===== src/rtl/lif_pkg.sv =====
// Shared defaults and arithmetic helpers for the adaptive-threshold LIF neuron array.
package lif_pkg;

  localparam int unsigned DEF_N_NEURONS  = 4;
  localparam int unsigned DEF_W          = 8;
  localparam int unsigned DEF_LEAK_SHIFT = 1;
  localparam int unsigned DEF_THRESHOLD  = 128;
  localparam int unsigned DEF_THR_INC    = 5;
  localparam int unsigned DEF_THR_DEC    = 1;
  localparam int unsigned DEF_THR_MIN    = 75;
  localparam int unsigned DEF_THR_MAX    = 250;
  localparam int unsigned DEF_REFRACTORY = 3;
  localparam int unsigned DEF_CNT_W      = 16;

  // Bits needed to hold a popcount of n flags.
  function automatic int unsigned pop_width(input int unsigned n);
    return (n < 1) ? 1 : $clog2(n + 1);
  endfunction

  // a + b computed one bit wider than the operands, clamped to lim.
  function automatic logic [31:0] sat_add(input logic [31:0] a, input logic [31:0] b,
                                          input logic [31:0] lim);
    logic [32:0] s;
    s = {1'b0, a} + {1'b0, b};
    return (s > {1'b0, lim}) ? lim : s[31:0];
  endfunction

  // thr - dec, never dropping below floor_v; values already at/below the floor hold.
  function automatic logic [31:0] decay_floor(input logic [31:0] thr, input logic [31:0] dec,
                                              input logic [31:0] floor_v);
    if (thr <= floor_v) return thr;
    return ((thr - floor_v) >= dec) ? (thr - dec) : floor_v;
  endfunction

endpackage


===== src/rtl/lif_array_neuron.sv =====
// One leaky integrate-and-fire neuron with adaptive threshold and refractory hold-off.
module lif_neuron
  import lif_pkg::*;
#(
  parameter int unsigned W          = DEF_W,
  parameter int unsigned LEAK_SHIFT = DEF_LEAK_SHIFT,
  parameter int unsigned THRESHOLD  = DEF_THRESHOLD,
  parameter int unsigned THR_INC    = DEF_THR_INC,
  parameter int unsigned THR_DEC    = DEF_THR_DEC,
  parameter int unsigned THR_MIN    = DEF_THR_MIN,
  parameter int unsigned THR_MAX    = DEF_THR_MAX,
  parameter int unsigned REFRACTORY = DEF_REFRACTORY
) (
  input  logic         clk,
  input  logic         rst_n,
  input  logic         en,
  input  logic [W-1:0] current,
  output logic         spike_next,
  output logic         spike,
  output logic [W-1:0] state,
  output logic [W-1:0] thr
);

  localparam int unsigned REFR_W   = (REFRACTORY > 0) ? $clog2(REFRACTORY + 1) : 1;
  localparam logic [31:0] SAT_MAX  = (32'd1 << W) - 32'd1;

  logic [REFR_W-1:0] refr, refr_next;
  logic [W-1:0]      state_next, thr_next;
  logic [31:0]       sum_sat, thr_decayed;

  always_comb begin
    state_next  = state;
    thr_next    = thr;
    refr_next   = refr;
    spike_next  = 1'b0;
    sum_sat     = sat_add(32'(state >> LEAK_SHIFT), 32'(current), SAT_MAX);
    thr_decayed = decay_floor(32'(thr), THR_DEC, THR_MIN);
    if (en) begin
      if (refr != '0) begin
        // Refractory: input is ignored but the threshold still relaxes.
        state_next = '0;
        refr_next  = refr - REFR_W'(1);
        thr_next   = W'(thr_decayed);
      end else if (sum_sat >= 32'(thr)) begin
        spike_next = 1'b1;
        state_next = '0;
        refr_next  = REFR_W'(REFRACTORY);
        thr_next   = W'(sat_add(32'(thr), THR_INC, THR_MAX));
      end else begin
        state_next = W'(sum_sat);
        thr_next   = W'(thr_decayed);
      end
    end
  end

  // Stage boundary: registered neuron state, one step per enabled edge.
  always_ff @(posedge clk) begin
    if (!rst_n) begin
      state <= '0;
      thr   <= W'(THRESHOLD);
      refr  <= '0;
      spike <= 1'b0;
    end else begin
      state <= state_next;
      thr   <= thr_next;
      refr  <= refr_next;
      spike <= spike_next;
    end
  end

endmodule


===== src/rtl/lif_array.sv =====
// Parallel array of adaptive LIF neurons with a shared, clearable spike counter.
module lif_array
  import lif_pkg::*;
#(
  parameter int unsigned N_NEURONS  = DEF_N_NEURONS,
  parameter int unsigned W          = DEF_W,
  parameter int unsigned LEAK_SHIFT = DEF_LEAK_SHIFT,
  parameter int unsigned THRESHOLD  = DEF_THRESHOLD,
  parameter int unsigned THR_INC    = DEF_THR_INC,
  parameter int unsigned THR_DEC    = DEF_THR_DEC,
  parameter int unsigned THR_MIN    = DEF_THR_MIN,
  parameter int unsigned THR_MAX    = DEF_THR_MAX,
  parameter int unsigned REFRACTORY = DEF_REFRACTORY,
  parameter int unsigned CNT_W      = DEF_CNT_W
) (
  input  logic                   clk_i,
  input  logic                   rst_ni,
  input  logic                   en_i,
  input  logic [N_NEURONS*W-1:0] current_i,
  input  logic                   cnt_clr_i,
  output logic [N_NEURONS-1:0]   spike_o,
  output logic [N_NEURONS*W-1:0] state_o,
  output logic [N_NEURONS*W-1:0] thr_o,
  output logic [CNT_W-1:0]       spike_cnt_o
);

  localparam int unsigned POP_W = pop_width(N_NEURONS);

  logic [N_NEURONS-1:0] spike_next;
  logic [POP_W-1:0]     pop;

  for (genvar i = 0; i < N_NEURONS; i++) begin : g_neuron
    lif_neuron #(
      .W(W), .LEAK_SHIFT(LEAK_SHIFT), .THRESHOLD(THRESHOLD), .THR_INC(THR_INC),
      .THR_DEC(THR_DEC), .THR_MIN(THR_MIN), .THR_MAX(THR_MAX), .REFRACTORY(REFRACTORY)
    ) u_neuron (
      .clk        (clk_i),
      .rst_n      (rst_ni),
      .en         (en_i),
      .current    (current_i[i*W +: W]),
      .spike_next (spike_next[i]),
      .spike      (spike_o[i]),
      .state      (state_o[i*W +: W]),
      .thr        (thr_o[i*W +: W])
    );
  end

  // Count the spikes being registered this edge so the counter tracks spike_o exactly.
  always_comb begin
    pop = '0;
    for (int i = 0; i < N_NEURONS; i++) pop = pop + POP_W'(spike_next[i]);
  end

  // Stage boundary: spike counter; clear reloads with this edge's spikes so none are lost.
  always_ff @(posedge clk_i) begin
    if (!rst_ni)        spike_cnt_o <= '0;
    else if (cnt_clr_i) spike_cnt_o <= CNT_W'(pop);
    else                spike_cnt_o <= spike_cnt_o + CNT_W'(pop);
  end

endmodule


===== config.mk =====
export PLATFORM = sky130hd
export DESIGN_NAME = lif_array
export DESIGN_NICKNAME = d
export VERILOG_FILES = /design/src/rtl/lif_pkg.sv /design/src/rtl/lif_array_neuron.sv /design/src/rtl/lif_array.sv
export SDC_FILE = /design/constraint.sdc
export NUM_CORES = 1
export LEC_CHECK = 0
export CAP_MARGIN = 20
export CORE_ASPECT_RATIO = 0.9
export CORE_UTILIZATION = 50
export DETAILED_ROUTE_END_ITERATION = 8
export PLACE_DENSITY = 0.79
export SLEW_MARGIN = 5
export SYNTH_ARGS = -nofsm -noshare
export SYNTH_HDL_FRONTEND = slang
export SYNTH_SLANG_ARGS = --single-unit

===== constraint.sdc =====
create_clock -name clk_i -period 13.5 [get_ports clk_i]
set_clock_uncertainty 0.15 [all_clocks]
set_input_delay 2.025 -clock clk_i [delete_from_list [all_inputs] [get_ports clk_i]]
set_output_delay 2.025 -clock clk_i [all_outputs]
set_load 0.05 [all_outputs]

; Yosys cells after proc, flatten, opt, wreduce, memory -nomap -nowiden
; Cells that the tools add are included.
[totals]
register_bits = 92
latchBits = 0
ramBits = 0
mem_bits_ro = 0
word_cells = 137
n_memories = 0
[classes]
n_addsub = 24
mul = 0
n_div = 0
magnitude_cmp = 20
eq_ne = 0
shift = 0
mux = 61
bitwise = 1
reduce_logical = 13
[op_table]
columns = op, count
row1 = $mux 8, 32
row2 = $gt 33x8->1 const B, 4
row3 = $ge 32x1->1 const B, 4
row4 = $ge 32x8->1, 4
row5 = $mux 32, 4
row6 = $add 7x8->9, 4
row7 = $add 8x3->9 const B, 4
row8 = $gt 9x8->1 const B, 4
row9 = $sub 8x7->9 const B, 4
row10 = $le 8x7->1 const B, 4
row11 = $sub 8x1->8 const B, 4
row12 = $add 16x3->16, 1
row13 = $mux 1, 16
row14 = $mux 2, 8
row15 = $reduce_bool 2->1, 8
row16 = $reduce_and 2->1, 4
row17 = $sub 2x1->2 const B, 4
row18 = $add 2x1->3, 1
row19 = $add 3x1->3, 1
row20 = $mux 3, 1
row21 = $add 1x1->2, 1
row22 = $reduce_or 2->1, 1
row23 = $not 1->1, 1

; Longest topological paths before layout
[logic_depth]
depth_word = 12
depth_mapped = 29
mapped_depth_nobuf = 27

; Modules after synthesis
; From an unflattened synthesis, not the netlist that was laid out.
[unflattened]
hier_cells = 986
hier_area_um2 = 7961.4
[modules_own_cells]
columns = module, instances, cells_per_inst, area_each_um2, seq_area_each_um2
row1 = lif_neuron at g_neuron[0].u_neuron ..., 3, 222, 1764.2, 380.4
row2 = lif_neuron at g_neuron[3].u_neuron, 1, 220, 1804.2, 380.4
row3 = lif_array, 1, 100, 864.6, 320.3

; Least setup slack after synthesis
; OpenSTA, ideal clock, no wires.
[synth_path]
kind = in2reg
start = input port current_i[8]
end = register spike_cnt_o[6]
setup_ns = 0.071
t_arrival_ns = 6.955
setup_slack_ns = 6.325
stages = 25
path_buffers = 1
path_cell_list = ha_1 > inv_1 > fa_1 > nor2b_1 > o21a_1 > o21ai_0 > a21oi_1 > o21ai_0 > nand2_1 > ha_1 > nand4_1 > nor3_1 > o221a_1 > buf_6 > nand2_1 > fa_1 > inv_1 > ha_1 > ha_1 > inv_1 > fa_1 > nor2b_1 > o21ai_1 > or3_1 > a21oi_1
[synth_between]
elab_chain_len = 11
[synth_lines]
columns = element, line
row1 = "start, declared", lif_array.sv:19  ; input logic [N_NEURONS*W-1:0] current_i,
row2 = $add 7x8->9 *, lif_pkg.sv:24  ; s = {1'b0, a} + {1'b0, b};
row3 = $gt 33x8->1, lif_pkg.sv:25  ; return (s > {1'b0, lim}) ? lim : s[31:0];
row4 = $mux 32 *, lif_pkg.sv:25
row5 = $ge 32x8->1 *, lif_array_neuron.sv:44  ; end else if (sum_sat >= 32'(thr)) begin
row6 = $mux 1 *, lif_array_neuron.sv:44
row7 = $mux 1 *, lif_array_neuron.sv:39  ; if (refr != '0) begin
row8 = $mux 1 *, lif_array_neuron.sv:38  ; if (en) begin
row9 = $add 1x1->2 *, lif_array.sv:51  ; for (int i = 0; i < N_NEURONS; i++) pop = pop + POP_W'(spike_next[i]);
row10 = $add 2x1->3 *, lif_array.sv:51
row11 = $add 3x1->3 *, lif_array.sv:51
row12 = $add 16x3->16 *, lif_array.sv:58  ; else spike_cnt_o <= spike_cnt_o + CNT_W'(pop);
row13 = "end signal, assigned", lif_array.sv:57  ; else if (cnt_clr_i) spike_cnt_o <= CNT_W'(pop);
row14 = "end signal, assigned", lif_array.sv:58
row15 = "end, declared", lif_array.sv:24  ; output logic [CNT_W-1:0] spike_cnt_o
; Every way passes the cells marked *; elsewhere a longest branch is shown, timed or not.
; A chain may end at the register's enable or synchronous reset.

; Final worst setup path
; Ends and elaborated chain as after synthesis.

==> key figures <==
Hold path
  – Min-Delay Path Class: reg -> reg
  – Hold path depth: 2

Yosys
  – Post-synth EDFFs: 0
  – Area of the mapped netlist: a little under 8000 um^2
  – Top cell type by total area after synthesis: dfxtp_1
  – Syn Inst Count: just over 1000
  – Share of the synthesized area in the top cell type: 0.239
  – Sequential-to-total area share from yosys stat: 0.239
  – Post-synth ARST share: 0
  – Area contributors post-synth: dfxtp_1 24%, ha_1 13%, nor2_1 4.6%
  – Post-Syn Area per Cell: 7.59 um^2
  – Post-Syn Nets: about 1100
  – Syn. warnings: 0
  – Yosys cell types: 75
  – Flops & latches, synth: 92
  – Most common flop cell mapped by yosys: dfxtp_1

Pwr
  – Worst VDD drop: approximately 0.11 mV
  – PD cells: 223 nW/um^2
  – Total Power: a little over 2000 uW
  – P_leak: around 0.0037 uW

Finish
  – Commonest non-fill, non-tap cell in the layout: clkdlybuf4s50_1
  – P&R area growth vs syn: 20.5%
  – Post-Layout Cell Count: 1305
  – Fillers: approximately 1300
  – # diodes: 0
  – Nets: 1225
  – Share of post-route cells with drive strength above 1: 0.0452
  – Final core occ: 0.625
  – Commonest cells after routing, fill and taps aside: 118 x clkdlybuf4s50_1, 95 x nor2_1, 92 x dfxtp_1, 87 x nand2_1, 81 x ha_1

Clocking
  – Clock slew at reported path FFs: around 70 ps
  – Clock sinks: 92
  – H-tree depth: 3
  – Root buffer cell: clkbuf_16
  – Gates resized, CTS repair: 0
  – # Post-CTS Setup Buffers: 0
  – CTS Hold Bufs: 0
  – TritonCTS Buffers: 9
  – Worst skew pair latency: ~350 ps
  – CTS Buffer Depth: 2
  – CTS tree: built

Setup path
  – Critical path peak fanout: 9
  – R2R depth: 24
  – WS Path Type: in -> reg
  – Req. time, crit path: roughly 14000 ps
  – CP endpoint kind: register
  – Arrival time worst endpoint: between 8000 and 9000 ps
  – CP Launch Type: primary input

Floorplanning
  – CORE AREA: ~15000 um^2
  – Vert. Die Dim: ~120 um
  – Row count: 42
  – Num ports: 120
  – Initial Util: 0.519
  – Chip width: around 130 um
  – Area of the die: about 16000 um^2

Run status
  – Outcome: finished clean

STA
  – Actual slew at the worst max-slew pin: slightly below 900 ps
  – Final TNS setup: 0 ps
  – PnR worst setup slack: between 5000 and 6000 ps
  – Final setup fails: 0
  – Slew Limit Fails: 0
  – Peak Freq: approximately 120 MHz
  – RSZ-0062 raised after global routing: no
  – Fin. Hold Viols: 0
  – Final period utilization: 0.598
  – Slew HR: 0.406
  – Tmin final: 8080 ps

Drt
  – Via Count: between 7000 and 8000
  – Drt drc: 0
  – DRT Pass-1 Iters: 6
  – 1st-iter DRT viols: ~450
  – Final ANT Viol Nets: 0
  – Via-to-Cell Ratio: between 5 and 6
  – Final wirelength: 20400 um
  – Avg WL per Cell: around 16 um

Global routing
  – Global route overflow: 0
  – Global-route wire length before repair: between 30000 and 40000 um
  – Vias in the first global route: approximately 7200
  – Antenna violations before repair: 0
  – Largest net degree at the start of global routing: 89
  – Total GRT Usage: 0.259

Placed design
  – Pre-CTS setup slack: about 5200 ps
  – IO buf count: around 120
  – Placed Instances: about 1300
  – Final HPWL DP: about 15000 um
  – RePlAce Congestion: 0.941

Job
  – Max cap viols: 0
==> where the power goes <==
part	switching, uW	internal, uW	total [uW]
Clock	114	164	278
Sequential	115	347	462
Combinational	825	512	1340
==> cell type report <==
cell class | count | area [um^2] | area share
multi-input combinational | 797 | 5370 | 0.577
sequential | 92 | 1840 | 0.198
timing repair buffer | 123 | 1220 | 0.131
inverter | 79 | 297 | 0.0319
tap | 198 | 248 | 0.0266
clock buffer | 9 | 225 | 0.0242
clock inverter | 7 | 100 | 0.0108
==> cells in the mapped netlist, types with 4 or more instances <==
| master | instances |
|---|---|
| nor2_1 | 95 |
| dfxtp_1 | 92 |
| nand2_1 | 87 |
| ha_1 | 81 |
| inv_1 | 77 |
| a21oi_1 | 71 |
| o21ai_0 | 63 |
| clkbuf_1 | 38 |
| nand3_1 | 35 |
| nor3_1 | 30 |
| a211oi_1 | 23 |
| nor2b_1 | 23 |
| nand4_1 | 20 |
| xor2_1 | 18 |
| o21a_1 | 17 |
| a311oi_1 | 15 |
| nand2b_1 | 15 |
| xnor2_1 | 15 |
| o31ai_1 | 14 |
| a21o_1 | 13 |
| or2_2 | 13 |
| or3_1 | 12 |
| a31oi_1 | 11 |
| mux2i_1 | 10 |
| and2_1 | 6 |
| fa_1 | 6 |
| nor4_1 | 6 |
| o211ai_1 | 6 |
| o31a_1 | 6 |
| buf_2 | 5 |
| o22ai_1 | 5 |
| and4_1 | 4 |
| buf_4 | 4 |
| o311ai_0 | 4 |
==> final timing paths <==
check / startpoint / slack, ps / end
setup reg to reg: g_neuron[1].u_neuron.state[1]$_SDFFE_PN0P_ / 7190 / spike_cnt_o[6]$_SDFF_PP0_
hold / removal: g_neuron[0].u_neuron.refr[1]$_SDFFE_PN0P_ / 320 / g_neuron[0].u_neuron.refr[1]$_SDFFE_PN0P_
hold reg to reg: g_neuron[0].u_neuron.refr[1]$_SDFFE_PN0P_ / 320 / g_neuron[0].u_neuron.refr[1]$_SDFFE_PN0P_
setup / recovery: current_i[8] / 5420 / spike_cnt_o[6]$_SDFF_PP0_
==> through the flow <==
stage          area [um^2]  hold WS, ps
2_1_floorplan         7720          286
6_report              9300          316
3_5_place_dp          8970          301
4_1_cts               9300          311
5_1_grt               9300          340
3_3_place_gp          8970          294
==> critical path, cell delays in order <==
cell and delay [ps]:
clkdlybuf4s50_1 400, ha_1 220, inv_1 70, fa_1 200, nor2b_1 70, o21a_1 180, o21ai_0 270, a21oi_1 130
o21ai_0 520, nand2_1 130, ha_1 340, nand4_1 100, nor3_1 330, o221a_1 450, nand2_1 240, fa_1 640
inv_1 50, ha_1 170, ha_1 310, inv_1 70, fa_1 400, nor2b_1 220, o21ai_1 190, or3_1 340
a21oi_1 140
==> layer usage <==
layer	routed length [um]	global-route usage
met5	0	0
met2	9540	0.428
met1	9250	0.343
met4	280	0.0726
met3	1340	0.0460
==> cells by family (layout without fill, tap and decap cells) <==
logic type / count (synthesis) / after routing / synth area share
muxes: 12 / 12 / 0.0159
buffers and inverters: 128 / 218 / 0.0660
adders and majority gates: 87 / 87 / 0.147
DFF: 92 / 92 / 0.239
xor gates and xnor gates: 33 / 33 / 0.0374
and+or+nand+nor: 361 / 361 / 0.228
AOI/OAI and AO/OA: 304 / 304 / 0.267
==> state kept, by name (all words and copies together), names as in the netlist <==
signal,cells
g_neuron.u_neuron.state,32
spike_cnt_o,16
g_neuron.u_neuron.thr,32
g_neuron.u_neuron.refr,8
g_neuron.u_neuron.spike,4
Note: power is estimated with default switching activity, not from simulation.
